<file path="config.mk">
export PLATFORM = sky130hd
export DESIGN_NAME = adc_trigger_capture_flat
export DESIGN_NICKNAME = d
export VERILOG_FILES = /design/src/rtl/adc_trigger_capture_if.sv /design/src/rtl/adc_trigger_capture.sv /design/src/flat_wrapper.sv
export SDC_FILE = /design/constraint.sdc
export NUM_CORES = 1
export LEC_CHECK = 0
export ABC_AREA = 1
export CORE_MARGIN = 10
export CORE_UTILIZATION = 40
export DETAILED_ROUTE_END_ITERATION = 7
export HOLD_SLACK_MARGIN = 0.15
export SETUP_SLACK_MARGIN = 0.5
export SKIP_LAST_GASP = 1
export SYNTH_ARGS = -nofsm -noshare
export SYNTH_HDL_FRONTEND = slang
export SYNTH_SLANG_ARGS = --single-unit
</file>
<file path="constraint.sdc">
create_clock -name clk -period 3.9 [get_ports clk]
set_input_delay 1.17 -clock clk [delete_from_list [all_inputs] [get_ports clk]]
set_output_delay 1.17 -clock clk [all_outputs]
set_load 0.01 [all_outputs]
</file>
<file path="src/rtl/adc_trigger_capture_if.sv">
// Write port into the dual-port waveform RAM.
// The capture block drives it as master; the RAM side listens as slave.
interface adc_trigger_capture_if #(
  parameter int ADDR_W = 8,
  parameter int PIX_W  = 8
);
  logic              wr_en;
  logic [ADDR_W-1:0] wr_addr;
  logic [PIX_W-1:0]  wr_data;

  modport master (output wr_en, wr_addr, wr_data);
  modport slave  (input  wr_en, wr_addr, wr_data);
endinterface

</file>
<file path="src/rtl/adc_trigger_capture.sv">
// Decimates the ADC stream, waits for a level crossing or timeout, then writes DEPTH pixels to RAM.
// Optional macro TRIG_HYST_EN: a crossing must first be armed by a sample HYST LSBs beyond the level.
module adc_trigger_capture #(
  parameter int ADC_W   = 14,
  parameter int PIX_W   = 8,
  parameter int DEPTH   = 160,
  parameter int ADDR_W  = 8,
  parameter int TIMEOUT = 4095,
  parameter int HYST    = 64
) (
  input  logic                  clk,
  input  logic                  rst_n,
  input  logic                  enable,
  input  logic                  adc_valid,
  input  logic [ADC_W-1:0]      adc_data,
  input  logic [ADC_W-1:0]      trig_level,
  input  logic                  trig_slope,
  input  logic [1:0]            time_division,
  adc_trigger_capture_if.master wr,
  output logic                  triggered,
  output logic                  finished
);

  localparam int TO_W = (TIMEOUT < 1) ? 1 : $clog2(TIMEOUT + 1);
  localparam logic [ADDR_W-1:0] LAST    = ADDR_W'(DEPTH - 1);
  localparam logic [PIX_W-1:0]  PIX_MAX = '1;

  if (DEPTH > (1 << ADDR_W) || HYST < 0) begin : g_cfg_check
    $error("adc_trigger_capture: DEPTH exceeds address space or HYST negative");
  end

  typedef enum logic [1:0] {IDLE, SEEK, CAPTURE, DONE} state_t;

  state_t            state_q, state_d;
  logic [1:0]        td_q, td_d;
  logic [ADC_W-1:0]  level_q, level_d;
  logic              slope_q, slope_d;
  logic [ADC_W-1:0]  prev_q, prev_d;
  logic              prev_vld_q, prev_vld_d;
  logic [2:0]        dec_q, dec_d;
  logic [TO_W-1:0]   tmo_q, tmo_d;
  logic [ADDR_W-1:0] addr_q, addr_d;
  logic              wr_en_q, wr_en_d;
  logic [ADDR_W-1:0] wr_addr_q, wr_addr_d;
  logic [PIX_W-1:0]  wr_data_q, wr_data_d;
  logic              triggered_q, triggered_d;
  logic              finished_q, finished_d;

  logic [2:0]        dec_mask;
  logic              running, accept, rise, fall, crossing;
  logic [PIX_W-1:0]  pix;

`ifdef TRIG_HYST_EN
  logic              armed_q, armed_d;
  logic [ADC_W:0]    lvl_ext, hyst_ext, lo_thr, hi_sum, hi_thr;
  logic              arm_now;
`endif

  always_comb begin
    case (td_q)
      2'd0:    dec_mask = 3'd0;
      2'd1:    dec_mask = 3'd1;
      2'd2:    dec_mask = 3'd3;
      default: dec_mask = 3'd7;
    endcase
    running  = (state_q == SEEK) || (state_q == CAPTURE);
    accept   = running && adc_valid && (dec_q == 3'd0);
    rise     = (prev_q < level_q) && (adc_data >= level_q);
    fall     = (prev_q > level_q) && (adc_data <= level_q);
    pix      = PIX_MAX - adc_data[ADC_W-1 -: PIX_W];
`ifdef TRIG_HYST_EN
    // Thresholds are computed one bit wider so both ends can saturate cleanly.
    lvl_ext  = {1'b0, level_q};
    hyst_ext = (ADC_W+1)'(HYST);
    lo_thr   = (lvl_ext >= hyst_ext) ? lvl_ext - hyst_ext : '0;
    hi_sum   = lvl_ext + hyst_ext;
    hi_thr   = (hi_sum > {1'b0, {ADC_W{1'b1}}}) ? {1'b0, {ADC_W{1'b1}}} : hi_sum;
    arm_now  = slope_q ? ({1'b0, adc_data} >= hi_thr) : ({1'b0, adc_data} <= lo_thr);
    crossing = prev_vld_q && armed_q && (slope_q ? fall : rise);
`else
    crossing = prev_vld_q && (slope_q ? fall : rise);
`endif
  end

  always_comb begin
    state_d     = state_q;
    td_d        = td_q;
    level_d     = level_q;
    slope_d     = slope_q;
    prev_d      = prev_q;
    prev_vld_d  = prev_vld_q;
    dec_d       = dec_q;
    tmo_d       = tmo_q;
    addr_d      = addr_q;
    wr_en_d     = 1'b0;
    wr_addr_d   = wr_addr_q;
    wr_data_d   = wr_data_q;
    triggered_d = triggered_q;
    finished_d  = finished_q;
`ifdef TRIG_HYST_EN
    armed_d     = armed_q;
`endif

    if (running && adc_valid)
      dec_d = (dec_q == dec_mask) ? 3'd0 : dec_q + 3'd1;

    case (state_q)
      IDLE: begin
        finished_d  = 1'b0;
        triggered_d = 1'b0;
        dec_d       = '0;
        tmo_d       = '0;
        addr_d      = '0;
        prev_vld_d  = 1'b0;
`ifdef TRIG_HYST_EN
        armed_d     = 1'b0;
`endif
        if (enable) begin
          td_d    = time_division;
          level_d = trig_level;
          slope_d = trig_slope;
          state_d = SEEK;
        end
      end
      SEEK: begin
        if (accept) begin
`ifdef TRIG_HYST_EN
          if (arm_now) armed_d = 1'b1;
`endif
          // The triggering sample (real or timeout) is itself the first pixel.
          if (crossing || tmo_q == TO_W'(TIMEOUT)) begin
            triggered_d = crossing;
            wr_en_d     = 1'b1;
            wr_addr_d   = addr_q;
            wr_data_d   = pix;
            addr_d      = addr_q + 1'b1;
            state_d     = (addr_q == LAST) ? DONE : CAPTURE;
          end else begin
            prev_d     = adc_data;
            prev_vld_d = 1'b1;
            tmo_d      = tmo_q + 1'b1;
          end
        end
      end
      CAPTURE: begin
        if (accept) begin
          wr_en_d   = 1'b1;
          wr_addr_d = addr_q;
          wr_data_d = pix;
          addr_d    = addr_q + 1'b1;
          if (addr_q == LAST) state_d = DONE;
        end
      end
      DONE: finished_d = 1'b1;
      default: state_d = IDLE;
    endcase

    if (!enable) begin
      state_d     = IDLE;
      wr_en_d     = 1'b0;
      finished_d  = 1'b0;
      triggered_d = 1'b0;
    end
  end

  always_ff @(posedge clk or negedge rst_n) begin
    if (!rst_n) begin
      state_q     <= IDLE;
      td_q        <= '0;
      level_q     <= '0;
      slope_q     <= 1'b0;
      prev_q      <= '0;
      prev_vld_q  <= 1'b0;
      dec_q       <= '0;
      tmo_q       <= '0;
      addr_q      <= '0;
      wr_en_q     <= 1'b0;
      wr_addr_q   <= '0;
      wr_data_q   <= '0;
      triggered_q <= 1'b0;
      finished_q  <= 1'b0;
`ifdef TRIG_HYST_EN
      armed_q     <= 1'b0;
`endif
    end else begin
      state_q     <= state_d;
      td_q        <= td_d;
      level_q     <= level_d;
      slope_q     <= slope_d;
      prev_q      <= prev_d;
      prev_vld_q  <= prev_vld_d;
      dec_q       <= dec_d;
      tmo_q       <= tmo_d;
      addr_q      <= addr_d;
      wr_en_q     <= wr_en_d;
      wr_addr_q   <= wr_addr_d;
      wr_data_q   <= wr_data_d;
      triggered_q <= triggered_d;
      finished_q  <= finished_d;
`ifdef TRIG_HYST_EN
      armed_q     <= armed_d;
`endif
    end
  end

  assign wr.wr_en   = wr_en_q;
  assign wr.wr_addr = wr_addr_q;
  assign wr.wr_data = wr_data_q;
  assign triggered  = triggered_q;
  assign finished   = finished_q;

endmodule

</file>
<file path="src/flat_wrapper.sv">
// flat-port wrapper written by rule: the top's interface ports become plain ports
module adc_trigger_capture_flat 
#(
  parameter int ADC_W   = 14,
  parameter int PIX_W   = 8,
  parameter int DEPTH   = 160,
  parameter int ADDR_W  = 8,
  parameter int TIMEOUT = 4095,
  parameter int HYST    = 64
)
  (clk, rst_n, enable, adc_valid, adc_data, trig_level, trig_slope, time_division, triggered, finished, wr_wr_en, wr_wr_addr, wr_wr_data);
  adc_trigger_capture_if #(.ADDR_W(ADDR_W), .PIX_W(PIX_W)) wr_i ();
  input  logic clk;
  input  logic rst_n;
  input  logic enable;
  input  logic adc_valid;
  input  logic [ADC_W-1:0] adc_data;
  input  logic [ADC_W-1:0] trig_level;
  input  logic trig_slope;
  input  logic [1:0] time_division;
  output logic triggered;
  output logic finished;
  output wire logic [$bits(wr_i.wr_en)-1:0] wr_wr_en;
  output wire logic [$bits(wr_i.wr_addr)-1:0] wr_wr_addr;
  output wire logic [$bits(wr_i.wr_data)-1:0] wr_wr_data;
  assign wr_wr_en = wr_i.wr_en;
  assign wr_wr_addr = wr_i.wr_addr;
  assign wr_wr_data = wr_i.wr_data;
  adc_trigger_capture #(.ADC_W(ADC_W), .PIX_W(PIX_W), .DEPTH(DEPTH), .ADDR_W(ADDR_W), .TIMEOUT(TIMEOUT), .HYST(HYST)) u_core (.clk(clk), .rst_n(rst_n), .enable(enable), .adc_valid(adc_valid), .adc_data(adc_data), .trig_level(trig_level), .trig_slope(trig_slope), .time_division(time_division), .wr(wr_i), .triggered(triggered), .finished(finished));
endmodule
</file>
==> flow_metrics.tcl, run 1 <==
set metrics [dict create \
    status "finished clean" \
    synth_cells 546 \
    cp_top_family "simple AND/OR/NAND/NOR gates" \
    clk_latency_ns 0.36 \
    peakVddDrop_v 0.000255 \
    ys_seq_area_share_pct 43.9 \
    worstPathBufferInverterCount 3 \
    htreeDepth 3 \
    dieArea_um2 15400 \
    num_vias 3584 \
    nFillCells 1045 \
    dp_cells 727 \
    fin_area_um2 5210 \
    fp.dieW_um 124 \
    grt_pass1_wl_mm 15.9 \
    postSynthNetCount 617 \
    final_hold_viol_count 0 \
    cp.required_ns 4.16 \
    r2r-end "u_core.addr_q[0]$_DFFE_PN0P_" \
    drt_wl_total_mm 9.41 \
    place_congestion 0.885 \
    cts_tree "built" \
    antenna_found_initial 0 \
    critPathLaunch "adc_data[13]" \
    synth_area_um2 4340 \
    io_buffers 53 \
    ys_warn_count 0 \
    rsz0062_at_grt "false" \
    fmax_mhz 319 \
    endpoint "u_core.addr_q[0]$_DFFE_PN0P_" \
    instances_no_fill 743 \
    antenna_left 0 \
    avgSynthCellArea_um2 7.94 \
    multi_input_area_um2 2080 \
    placed_area_um2 5000 \
    post_cts_buffers 0 \
    synth_seq_cells 76 \
    track_usage_pct 12.8 \
    drc 0 \
    via_per_inst 4.82 \
    synthArstFlopShare_pct 100 \
    cp_slowest_cell "clkdlybuf4s50_1" \
    critPathKind "in -> reg" \
    cts-resized-gates 0 \
    rows 37 \
    ios 54 \
    cts_buffers 9 \
    initial_core_util_pct 41.4 \
    synth_flop_cell "dfrtp_1" \
    final-seq-area_um2 1900 \
    crit_arrival_ns 3.39 \
    r2r-start "u_core.level_q[13]$_DFFE_PN0P_" \
    end_kind "flip-flop" \
    power.density_nw_per_um2 612 \
    cts-root-buf "clkbuf_8" \
    hold_class "reg -> reg" \
    reg2reg_depth 17 \
    grt_pass1_vias 3441 \
    fin_crit_sh_pct 80.3 \
    drt_iter0_markers 208 \
    maxCapViolations 0 \
    grt_max_degree 77 \
    coreArea_um2 10500 \
    cts_buffer_depth 2 \
    synth_edf_count 0 \
    finClkSkew_ns 0.00767 \
    relSlewSlack_pct 36.4 \
    area_delta_synth_final_pct 20.1 \
    cp_common_cell "nand2_1" \
    setup_viol_count_final 0 \
    gr-total-overflow 0 \
    min_period_ns 3.13 \
    final_util_pct 49.8 \
    post_drt_wl_per_cell_um 12.7 \
    ctsHoldBuffers 0 \
    fin_setup_tns_ns 0 \
    cp-start-kind "primary input" \
    power_w 0.00319 \
    final_nets 673 \
    yosysUniqueCellTypes 34 \
    ff2ff_setup_slack_ns 1.60 \
    hpwl_mm 7.12 \
    max_stage_delay_ns 0.42 \
    critical_path_depth 17 \
    crit_chain "clkdlybuf4s50_1 -> ha_1 -> nand2_1 -> nor2_2 -> inv_1 -> nor2_2 -> nand2_1 -> nand3_1 -> nand2_1 -> a21oi_2 -> nand2_2 -> nand2_4 -> nor2_8 -> inv_8 -> nand2_2 -> nand2_1 -> nand2_1" \
    dr.pass1.iters 5 \
    antennaDiodeCount 0 \
    leakagePower_nw 2.65 \
    worstPathMaxFanout 26 \
    cts.sinks 76 \
    die_h_um 124 \
    drv_slew 0 \
    worst_pin_slew_ns 0.954 \
    layout-drive-gt1-share_pct 5.93 \
    cts.clk_slew.worst_paths_ns 0.09 \
]
==> through the flow <==
stage / setup WS (ns) / hold WS (ns)
floorplan: 1.08 / 0.453
global placement: 0.420 / 0.458
detailed placement: 0.383 / 0.460
CTS: 0.761 / 0.483
global route: 0.535 / 0.507
finish: 0.767 / 0.478
==> routing by layer <==
metal	wire [µm]	global-route usage, %	vias up
met5	0	0	-
met3	522	3.62	8
met1	4350	16.0	1647
met4	115	3.38	0
li1	-	-	1861
met2	4430	21.1	68
==> worst min-delay path, delay by kind of cell, from the launching register on <==
family           cells  cell delay (ns)
flip-flops           1             0.35
AND/OR/NAND/NOR      2             0.10
==> how the worst min path moves through the flow <==
| stage | cells after the start | end | startpoint | slack, ns |
|---|---|---|---|---|
| 3_5_place_dp | 2 | u_core.wr.wr_data[5]$_DFFE_PN0P_ | u_core.wr.wr_data[5]$_DFFE_PN0P_ | 0.46 |
| 4_1_cts | 2 | u_core.wr.wr_data[5]$_DFFE_PN0P_ | u_core.wr.wr_data[5]$_DFFE_PN0P_ | 0.48 |
| 2_1_floorplan | 2 | u_core.prev_q[0]$_DFFE_PN0P_ | u_core.prev_q[0]$_DFFE_PN0P_ | 0.45 |
| 5_1_grt | 2 | u_core.wr.wr_addr[3]$_DFFE_PN0P_ | u_core.wr.wr_addr[3]$_DFFE_PN0P_ | 0.51 |
| 3_3_place_gp | 2 | u_core.wr.wr_addr[5]$_DFFE_PN0P_ | u_core.wr.wr_addr[5]$_DFFE_PN0P_ | 0.46 |
| 6_report | 2 | u_core.wr.wr_data[5]$_DFFE_PN0P_ | u_core.wr.wr_data[5]$_DFFE_PN0P_ | 0.48 |
==> final cells by class <==
class	count	share of cell area, %
clock buffers	9	2.38
clock inverters	7	1.56
inverters	73	5.40
multi-input cells	384	40.0
flip-flops and latches	76	36.5
well taps	136	3.27
repair buffers	58	10.9
==> kinds of logic after synthesis <==
family,share of synthesized area [%]
xor gates and xnor gates,2.63
and+or+nand+nor,27.7
adders and majority gates,10.4
buffers and inverters,8.05
DFF,43.9
AOI/OAI and AO/OA,6.61
muxes,0.779
==> power breakdown <==
group          switching [W]  leakage, nW  internal, W
clock               0.000324        0.101     0.000304
combinational       0.000876         1.57     0.000534
sequential          0.000135        0.979      0.00102
total                0.00133         2.65      0.00185
==> layout by cell type (no fill, tap or decap), types with 2 or more instances in the layout <==
master / count
a21oi_1: 29
clkdlybuf4s50_1: 52
nand3_1: 57
clkinv_4: 2
buf_4: 6
nor2_2: 3
o21ai_1: 5
xnor2_1: 5
o21ai_0: 17
nor2_1: 37
inv_1: 71
clkbuf_8: 9
nor3_1: 8
inv_6: 3
ha_1: 36
xor2_1: 8
nor4_1: 2
dfrtp_1: 76
nand2_2: 2
nand2_1: 160
mux2_2: 3
nand4_1: 2
==> state kept, by name, indices dropped and copies added, names as in the netlist, 2 cells and up <==
name,cells
u_core.level_q,14
u_core.wr.wr_data,8
u_core.prev_q,14
u_core.dec_q,3
u_core.tmo_q,12
u_core.addr_q,8
u_core.td_q,2
u_core.state_q,2
u_core.wr.wr_addr,8
==> synthesized netlist by cell type, types with 2 or more instances <==
master | count | area (µm²)
nor3_1 | 8 | 40.0
o21ai_0 | 17 | 85.1
a21oi_1 | 29 | 145
nor4_1 | 2 | 12.5
nor2_1 | 37 | 139
buf_4 | 2 | 15.0
mux2_2 | 3 | 33.8
buf_1 | 2 | 7.51
buf_2 | 3 | 15.0
nor2_2 | 3 | 18.8
clkbuf_1 | 5 | 18.8
dfrtp_1 | 76 | 1900
xnor2_1 | 5 | 43.8
nand2_2 | 2 | 12.5
xor2_1 | 8 | 70.1
nand4_1 | 2 | 12.5
ha_1 | 36 | 450
nand2_1 | 160 | 601
nand3_1 | 57 | 285
inv_1 | 71 | 267
o21ai_1 | 5 | 25.0
No activity file was read; power rests on OpenSTA's default activity.
==> inputs of run 2 (changes only) <==
- clock period: 3.9 -> 2.9 ns (I/O delays scaled with it)
==> run 2 against run 1 <==
Net effect: sequential power grew 37%; core utilization grew 8.0 points; cell count grew 6.3%; via count grew 8.2%; hold slack gained 0.0037 ns; clock skew grew 0.0032 ns; sequential share of layout area shrank 5.1 points; highest routed layer unchanged; total power grew 58%; die area is the same; critical path depth grew 1.
==> flow_metrics.tcl, run 2 (synthesis gave the netlist of run 1 again) <==
set metrics [dict create \
    relSlewSlack_pct 60.6 \
    num_vias 3879 \
    peakVddDrop_v 0.000384 \
    io_buffers 53 \
    power_w 0.00504 \
    cp_slowest_cell "ha_4" \
    place_ws_ns -0.269 \
    setup_viol_count_final 0 \
    min_period_ns 2.45 \
    layout_common_cells "nand2_1, dfrtp_1, inv_1" \
    fmax_mhz 407 \
    power.density_nw_per_um2 833 \
    drt_iter0_markers 177 \
    hpwl_mm 7.85 \
    grt_pass1_vias 4031 \
    die_h_um 124 \
    drt_wl_total_mm 11.2 \
    hold_class "in -> async" \
    status "finished clean" \
    cts_buffers 9 \
    end_kind "flip-flop" \
    final_common_cell "nand2_1" \
    via_per_inst 4.91 \
    final_util_pct 57.8 \
    initial_core_util_pct 41.4 \
    worstPathBufferInverterCount 5 \
    leakagePower_nw 2.97 \
    critPathKind "in -> reg" \
    worstPathMaxFanout 7 \
    fin_crit_sh_pct 84.6 \
    htreeDepth 3 \
    antennaDiodeCount 0 \
    worst_pin_slew_ns 0.589 \
    worst_slack_ns 0.445 \
    drv_slew 0 \
    antenna_left 0 \
    crit_arrival_ns 2.70 \
    rsz0062_at_grt "true" \
    layout-drive-gt1-share_pct 25.4 \
    area_delta_synth_final_pct 39.5 \
    max_stage_delay_ns 0.25 \
    place_congestion 0.809 \
    dp_cells 750 \
    dr.pass1.iters 4 \
    top_regs "u_core.level_q: 14 flops, u_core.prev_q: 14 flops, u_core.tmo_q: 12 flops" \
    cts-root-buf "clkbuf_8" \
    ios 54 \
    cp_top_family "simple AND/OR/NAND/NOR gates" \
    rows 37 \
    final_hold_viol_count 0 \
    cp.required_ns 3.15 \
    coreArea_um2 10500 \
    grt_max_degree 42 \
    drc 0 \
    finClkSkew_ns 0.0109 \
    cts_buffer_depth 2 \
    track_usage_pct 15.2 \
    crit_chain "buf_2 -> ha_4 -> nand2_4 -> inv_4 -> nand2_1 -> nand2_2 -> a21oi_4 -> nand3_1 -> nand2_1 -> a21oi_2 -> nand2_4 -> nand2_4 -> nor2_8 -> clkinv_8 -> buf_12 -> buf_16 -> nand3_2 -> nand2_1" \
    gr-total-overflow 0 \
    cts_tree "built" \
    cts.sinks 76 \
    maxCapViolations 0 \
    cts.clk_slew.worst_paths_ns 0.08 \
    antenna_found_initial 0 \
    instances_no_fill 790 \
    clk_latency_ns 0.35 \
    cp-start-kind "primary input" \
    final_nets 721 \
    grt_pass1_wl_mm 19.0 \
    dieArea_um2 15400 \
    hold_ws_ns 0.482 \
    ctsHoldBuffers 0 \
    fp.dieW_um 124 \
    post_drt_wl_per_cell_um 14.2 \
]
==> run 2: changes by cell type in the layout (fill, tap and decap cells not counted), moves of 7 or more <==
cell             before  now
buf_2                 0    9
buf_4                 6   38
buf_6                 0   10
clkdlybuf4s50_1      52   38
ha_1                 36   21
ha_4                  0   15
inv_1                71   64
nand2_1             160  129
nand2_2               2   25
nand2_4               1    9
nand3_1              57   49
nand3_2               0    7
==> run 2: final timing paths <==
check / from / endpoint / slack, ns / cells past startpoint
setup / recovery: adc_data[8] / u_core.addr_q[2]$_DFFE_PN0P_ / 0.45 / 18
setup reg to reg: u_core.prev_q[11]$_DFFE_PN0P_ / u_core.addr_q[2]$_DFFE_PN0P_ / 0.55 / 18
max in group asynchronous: rst_n / u_core.wr.wr_data[0]$_DFFE_PN0P_ / 1.82 / 2
min in group clk: u_core.wr.wr_addr[2]$_DFFE_PN0P_ / u_core.wr.wr_addr[2]$_DFFE_PN0P_ / 0.49 / 2
hold / removal: rst_n / u_core.level_q[3]$_DFFE_PN0P_ / 0.48 / 1
hold reg to reg: u_core.wr.wr_addr[2]$_DFFE_PN0P_ / u_core.wr.wr_addr[2]$_DFFE_PN0P_ / 0.49 / 2
==> run 2: where the power goes <==
part | leakage (nW) | switching [W] | internal, W
Clock | 0.0872 | 0.000389 | 0.000350
Combinational | 1.90 | 0.00152 | 0.00120
Sequential | 0.979 | 0.000212 | 0.00137
==> run 2: layout make-up <==
cell class / instances / area [µm²]
Tap cell: 136 / 170
Timing Repair inverter: 1 / 6.26
Inverter: 73 / 289
Multi-Input combinational cell: 385 / 2510
Fill cell: 937 / 4420
Timing Repair Buffer: 104 / 991
Clock buffer: 11 / 151
Sequential cell: 76 / 1900
Clock inverter: 4 / 25.0
==> run 2: routing by layer <==
layer	vias up	wire, µm	part of all wire (%)	global-route usage (%)
met5	-	0	0	0
met4	0	150	1.3	4.75
met3	17	504	4.5	3.21
met2	76	5540	49	26.4
met1	1828	5040	45	18.5
li1	1958	-	-	-
==> run 2: repair_timing <==
item                                    in CTS  in global routing
setup buffers                               18                  3
gates cloned                                 3                  1
pin swaps                                   25                 28
gates resized for setup                     85                 67
endpoints found under the setup margin      55                 55
==> run 2: through the flow <==
stage	setup TNS [ns]	cell area, µm²
2_1_floorplan	0	4430
3_3_place_gp	-10.37	5290
3_5_place_dp	-12.00	5290
4_1_cts	0	5810
5_1_grt	0	6050
6_report	0	6050
